### src/rtl/reg_file_pkg.sv
// reg_file_pkg
//   Shared constants and types for the multi-ported register file slice.
//   XLEN_DEF / NREGS_DEF are the default data width and register count.
//   reg_addr_t is the register-address type for the default register count.
//   Optional feature macro used by reg_file_mp: REG_FILE_BYPASS_EN.
package reg_file_pkg;

  localparam int XLEN_DEF  = 32;
  localparam int NREGS_DEF = 32;
  localparam int AW_DEF    = $clog2(NREGS_DEF);

  typedef logic [AW_DEF-1:0] reg_addr_t;

endpackage

### src/rtl/reg_file_scoreboard.sv
// reg_file_scoreboard
//   Busy-bit scoreboard for the register file. A register becomes busy when
//   an instruction writing it issues, and is released when its write commits.
//   Register 0 is never busy. busy_cnt is a registered population count of
//   the busy bits, updated on the same edge as the bits themselves.
// Ports:
//   clk       rising-edge clock
//   reset_n   asynchronous active-low reset
//   iss_valid issue strobe, iss_addr is the destination register
//   iss_addr  destination register of the issued instruction
//   clr       one bit per register, set for registers committed this cycle
//   busy      current busy bit per register
//   busy_cnt  number of registers currently busy
module reg_file_scoreboard
  import reg_file_pkg::*;
#(
  parameter int NREGS = NREGS_DEF,
  localparam int AW   = $clog2(NREGS)
) (
  input  logic             clk,
  input  logic             reset_n,
  input  logic             iss_valid,
  input  logic [AW-1:0]    iss_addr,
  input  logic [NREGS-1:0] clr,
  output logic [NREGS-1:0] busy,
  output logic [AW:0]      busy_cnt
);

  logic [NREGS-1:0] setVec;
  logic [NREGS-1:0] busyNext;
  logic [AW:0]      cntNext;

  // The set is OR-ed in after the clear so that an issue and a commit to the
  // same register in one cycle leaves it busy (the new producer is pending).
  always_comb begin
    setVec = '0;
    if (iss_valid && (iss_addr != '0)) begin
      setVec[iss_addr] = 1'b1;
    end
    busyNext    = (busy & ~clr) | setVec;
    busyNext[0] = 1'b0;
    cntNext     = '0;
    for (int k = 0; k < NREGS; k++) begin
      cntNext = cntNext + {{AW{1'b0}}, busyNext[k]};
    end
  end

  // Count is taken from the next-state vector so it tracks busy exactly.
  always_ff @(posedge clk or negedge reset_n) begin
    if (!reset_n) begin
      busy     <= '0;
      busy_cnt <= '0;
    end else begin
      busy     <= busyNext;
      busy_cnt <= cntNext;
    end
  end

endmodule

### src/rtl/reg_file_mp.sv
// reg_file_mp
//   Multi-ported register file with combinational reads, clocked writes and
//   an issue/commit busy scoreboard. Register 0 reads as zero, ignores writes
//   and is never busy. When several write ports hit the same register in one
//   cycle, the highest-indexed port wins.
//   Optional macro REG_FILE_BYPASS_EN: a read matching an active write in the
//   same cycle returns that write's data (highest matching port) and reports
//   rbusy=0. Without it, rdata/rbusy reflect stored state only.
// Ports:
//   clk        rising-edge clock
//   reset_n    asynchronous active-low reset
//   raddr      NRD read addresses, port i at [i*AW +: AW]
//   rdata      NRD read data words, port i at [i*XLEN +: XLEN]
//   rbusy      per read port, addressed register has a pending write
//   we         per write port enable
//   waddr      NWR write addresses
//   wdata      NWR write data words
//   iss_valid  issue of an instruction writing iss_addr
//   iss_addr   destination of the issued instruction
//   busy_cnt   number of busy registers
module reg_file_mp
  import reg_file_pkg::*;
#(
  parameter int XLEN  = XLEN_DEF,
  parameter int NREGS = NREGS_DEF,
  parameter int NRD   = 2,
  parameter int NWR   = 1,
  localparam int AW   = $clog2(NREGS)
) (
  input  logic                clk,
  input  logic                reset_n,
  input  logic [NRD*AW-1:0]   raddr,
  output logic [NRD*XLEN-1:0] rdata,
  output logic [NRD-1:0]      rbusy,
  input  logic [NWR-1:0]      we,
  input  logic [NWR*AW-1:0]   waddr,
  input  logic [NWR*XLEN-1:0] wdata,
  input  logic                iss_valid,
  input  logic [AW-1:0]       iss_addr,
  output logic [AW:0]         busy_cnt
);

  logic [XLEN-1:0]  regs [NREGS];
  logic [NREGS-1:0] clrVec;
  logic [NREGS-1:0] busy;
  logic [AW-1:0]    wa;
  logic [AW-1:0]    ra;
  logic [XLEN-1:0]  rd;
  logic             rb;
`ifdef REG_FILE_BYPASS_EN
  logic [AW-1:0]    ba;
`endif

  // Ports are visited in ascending order, so the last non-blocking update to
  // a shared address (highest port index) is the one that sticks.
  always_ff @(posedge clk or negedge reset_n) begin
    if (!reset_n) begin
      for (int k = 0; k < NREGS; k++) begin
        regs[k] <= '0;
      end
    end else begin
      for (int j = 0; j < NWR; j++) begin
        if (we[j] && (waddr[j*AW +: AW] != '0)) begin
          regs[waddr[j*AW +: AW]] <= wdata[j*XLEN +: XLEN];
        end
      end
    end
  end

  // Registers whose write commits this cycle; they release their busy bit.
  always_comb begin
    clrVec = '0;
    wa     = '0;
    for (int j = 0; j < NWR; j++) begin
      wa = waddr[j*AW +: AW];
      if (we[j] && (wa != '0)) begin
        clrVec[wa] = 1'b1;
      end
    end
  end

  // Read muxing; address 0 is forced to zero/not-busy last so that neither
  // storage nor bypass can leak a value for it.
  always_comb begin
    rdata = '0;
    rbusy = '0;
    ra    = '0;
    rd    = '0;
    rb    = 1'b0;
`ifdef REG_FILE_BYPASS_EN
    ba    = '0;
`endif
    for (int i = 0; i < NRD; i++) begin
      ra = raddr[i*AW +: AW];
      rd = regs[ra];
      rb = busy[ra];
`ifdef REG_FILE_BYPASS_EN
      for (int j = 0; j < NWR; j++) begin
        ba = waddr[j*AW +: AW];
        if (we[j] && (ba == ra)) begin
          rd = wdata[j*XLEN +: XLEN];
          rb = 1'b0;
        end
      end
`endif
      if (ra == '0) begin
        rd = '0;
        rb = 1'b0;
      end
      rdata[i*XLEN +: XLEN] = rd;
      rbusy[i]              = rb;
    end
  end

  reg_file_scoreboard #(
    .NREGS (NREGS)
  ) u_scoreboard (
    .clk       (clk),
    .reset_n   (reset_n),
    .iss_valid (iss_valid),
    .iss_addr  (iss_addr),
    .clr       (clrVec),
    .busy      (busy),
    .busy_cnt  (busy_cnt)
  );

endmodule

### config.mk
export PLATFORM = sky130hd
export DESIGN_NAME = reg_file_mp
export DESIGN_NICKNAME = d
export VERILOG_FILES = /design/src/rtl/reg_file_pkg.sv /design/src/rtl/reg_file_scoreboard.sv /design/src/rtl/reg_file_mp.sv
export SDC_FILE = /design/constraint.sdc
export NUM_CORES = 2
export LEC_CHECK = 0
export BUFFER_PORTS_ARGS = -buffer_cell sky130_fd_sc_hd__buf_4
export CAP_MARGIN = 20
export CORE_MARGIN = 2
export CORE_UTILIZATION = 40
export DETAILED_ROUTE_END_ITERATION = 6
export PLACE_DENSITY = 0.52
export SETUP_SLACK_MARGIN = 0.1
export SLEW_MARGIN = 15
export SYNTH_ARGS = -nofsm -noshare
export SYNTH_HDL_FRONTEND = slang
export SYNTH_SLANG_ARGS = --single-unit
### constraint.sdc
create_clock -name clk -period 7 [get_ports clk]
set_input_delay 0.35 -clock clk [delete_from_list [all_inputs] [get_ports clk]]
set_output_delay 0.35 -clock clk [all_outputs]
set_load 0.01 [all_outputs]
==> summary.txt <==
Run status
  • Outcome: finished clean

GRT
  • Initial antenna violation count: 8
  • Total grt overflow: 0
  • First-pass GRT wire length: 278.4 mm
  • Largest net degree at the start of global routing: 152
  • GRT Overall Usage: 26.41%
  • Vias in the first global route: 37,510

CTS
  • Clock transition at the registers of the reported paths: 0.06 ns
  • CTS tree: built
  • CTS HTree Levels: 4
  • Clk_lat worst skew: 0.77 ns
  • Post-cts sizing count: 0
  • Cts-stage hold buffer count: 5
  • CTS root buf: clkbuf_16
  • Post-CTS setup buffers: 0
  • Clk sinks: 1,061
  • Total CTS buffers: 130
  • Max clock buf depth: 3

Timing
  • Least-Margin Pin Slew: 1.104 ns
  • Final Cycle Share: 80.60%
  • RSZ-0062 raised after global routing: no
  • Pins Over Slew Limit: 0
  • Worst Hold Slack: 0.07196 ns
  • Fmax achieved: 177.3 MHz
  • Tmin final: 5.642 ns
  • Hold Vio Cnt, Final: 0
  • Skew final: 0.01216 ns
  • Final setup TNS: 0 ns
  • Setup violators final: 0
  • Slew margin rel.: 25.88%

Worst setup path
  • Critical-path cell list: dlygate4sd3_1, buf_4, nor2b_1, a32o_1, ha_1, fa_1, fa_1, fa_1, fa_1, fa_1, inv_1, fa_1, inv_1, ha_1, inv_1, fa_1, inv_1, a21o_1, a21oi_1, xnor2_1
  • Startpoint types: input pin
  • Critical Path Max Stage Delay: 0.68 ns
  • Setup CP Type: input pin to register
  • Most frequent CP cell: fa_1
  • Slowest-stage cell, CP: nor2b_1
  • Critical Path Fanout Max: 9
  • Crit path DAT: 6.28 ns
  • CP endpoint kind: register
  • CP required: 7.64 ns

Finish
  • Share of layout cells above drive strength 1: 51.06%
  • Nets: 3,865
  • Core Util, Final: 45.30%
  • Most frequent cells in the layout: 1,061 x dfrtp_1, 1,045 x mux2_2, 460 x mux4_2, 197 x buf_4, 138 x clkbuf_16
  • Area Overhead vs Synth: 12.41%
  • # fillers: 12,510
  • Commonest non-fill, non-tap cell in the layout: dfrtp_1

Logic synthesis
  • Seq/Total Area, Yosys: 46.59%
  • Asr flop ratio synth: 100.0%
  • Library cells used by synthesis: 42
  • Ys Warns: 0
  • Post-synth top flop: dfrtp_1
  • Post-synthesis xor/xnor area fraction: 0.04611%
  • Synth Area in Compound Gates: 5.443%
  • FF+latch count, synth: 1,061
  • EDFF count, synth: 0
  • Post-synthesis mux area share: 41.44%
  • Post-synthesis average cell area: 14.74 um2
  • Synth Area in Adders: 1.006%
  • Post-Synth Simple-Gate Area: 1.877%
  • Post-Synthesis Cells: 3,865
  • Mapped Area: 0.05699 mm2
  • Largest family of logic cells by synthesized area: multiplexers
  • Mapped Nets: 3,953

Detailed routing
  • Routed len/inst: 33.04 um
  • Vias per inst: 6.268
  • Remaining DRCs: 0
  • Initial DRC count: 2,688
  • TritonRoute pass-1 iters: 5
  • DR vias: 36,140
  • Antenna viol nets, final: 0
  • Drt total wl: 190.5 mm

Flow run
  • Max Cap Viol: 0

Power and ir drop
  • P per Cell Area: 325.6 mW/mm2
  • Clock power share: 33.5%
  • Power share of the sequential group: 39.3%
  • Leak: 27.70 nW
  • P_sw: 6.084 mW
  • Sw Share: 29.17%
  • Internal power: 14.77 mW
  • Power, Total: 20.86 mW
  • Comb power frac: 27.2%
  • Max VDD drop: 435.2 uV

Floorplanning
  • Die Y: 381.4 um
  • Initial Util: 40.30%
  • Core box area: 0.1414 mm2
  • Core Rows: 138
  • Die W: 381.4 um
  • I/O pin total: 128
  • Die Area: 0.1455 mm2

Place
  • HPWL Detailed: 100.1 mm
  • # port buffers: 127
  • Global placer's final weighted congestion: 0.8176

Worst hold path
  • HP Class: input pin to register
==> synthesized netlist by cell type, types with 7 or more instances <==
| master | number | share of area, % |
|---|---|---|
| buf_2 | 165 | 1.4 |
| o21ai_0 | 120 | 1.1 |
| a221oi_1 | 50 | 0.77 |
| a211oi_1 | 64 | 0.84 |
| a22o_1 | 19 | 0.29 |
| fa_1 | 23 | 0.81 |
| mux2_2 | 1045 | 21 |
| buf_4 | 7 | 0.092 |
| dfrtp_1 | 1061 | 47 |
| nor2_1 | 30 | 0.20 |
| o2111ai_1 | 16 | 0.25 |
| nand2b_1 | 8 | 0.088 |
| buf_1 | 23 | 0.15 |
| ha_1 | 9 | 0.20 |
| mux2_1 | 15 | 0.30 |
| nor2b_1 | 73 | 0.80 |
| inv_1 | 42 | 0.28 |
| mux2i_1 | 132 | 2.3 |
| clkbuf_1 | 245 | 1.6 |
| nand2_1 | 69 | 0.45 |
| a22oi_1 | 80 | 1.1 |
| a311oi_1 | 66 | 1.0 |
| mux4_2 | 460 | 18 |
==> cell type report <==
class / count / area, um2 / area share, %
multi-input cells: 2321 / 28680 / 44.77
inverters: 42 / 162.7 / 0.2539
repair buffers: 221 / 1867 / 2.914
diodes: 2 / 5.005 / 0.007813
well taps: 1890 / 2365 / 3.692
clock inverters: 24 / 292.8 / 0.4570
flip-flops and latches: 1061 / 26550 / 41.45
clock buffers: 205 / 4135 / 6.455
==> per-stage QoR <==
stage | setup slack, ns | std cells | cell area (um2)
2_1_floorplan | 1.287 | 3865 | 56990
3_5_place_dp | 1.134 | 5530 | 59580
3_3_place_gp | 1.115 | 5530 | 59580
5_1_grt | 1.079 | 5765 | 64060
4_1_cts | 1.415 | 5764 | 64050
6_report | 1.358 | 5766 | 64060
==> critical path: cells and delay by family <==
family	cells	cell delay, ns
fa+ha+maj	9	3.72
buf+inv	6	0.90
simple gates	1	0.68
compound gates	3	0.50
xor+xnor	1	0.13
==> power by group through the flow <==
stage / sequential (mW) / combinational [mW] / clock, mW
floorplan: 8.01 / 4.41 / 0
global route: 8.35 / 6.33 / 7.38
global placement: 8.24 / 5.68 / 0
detailed placement: 8.27 / 5.74 / 0
finish: 8.20 / 5.68 / 6.98
CTS: 8.17 / 5.78 / 7.13
==> cells by family after synthesis <==
family | count (synthesis)
simple gates | 206
buf+inv | 483
fa+ha+maj | 32
flops | 1061
compound gates | 428
xor+xnor | 3
mux | 1652
==> final timing paths <==
path	from	end	slack [ns]	cells after the start
max	iss_addr[0]	u_scoreboard.busy_cnt[4]	1.36	20
min	wdata[29]	regs[125]	0.07	2
max reg2reg	u_scoreboard.busy[1]	u_scoreboard.busy_cnt[4]	1.89	17
min reg2reg	regs[998]	regs[998]	0.39	0
max in group asynchronous	reset_n	regs[66]	4.93	4
min in group asynchronous	reset_n	regs[920]	0.19	2
==> flip-flops by register name, indices dropped and copies added, names as in the netlist <==
signal	cells
u_scoreboard.busy_cnt	6
u_scoreboard.busy	31
regs	1024
==> routing by layer <==
layer | part of all wire [%] | global-route usage (%) | vias up | wire (um)
li1 | - | - | 14770 | -
met1 | 44 | 36.59 | 20080 | 83670
met2 | 49 | 43.27 | 1017 | 92930
met3 | 4.6 | 3.721 | 266 | 8845
met4 | 2.6 | 7.825 | 6 | 5039
met5 | 0.023 | 0 | - | 43
No activity file was read; power rests on OpenSTA's default activity.
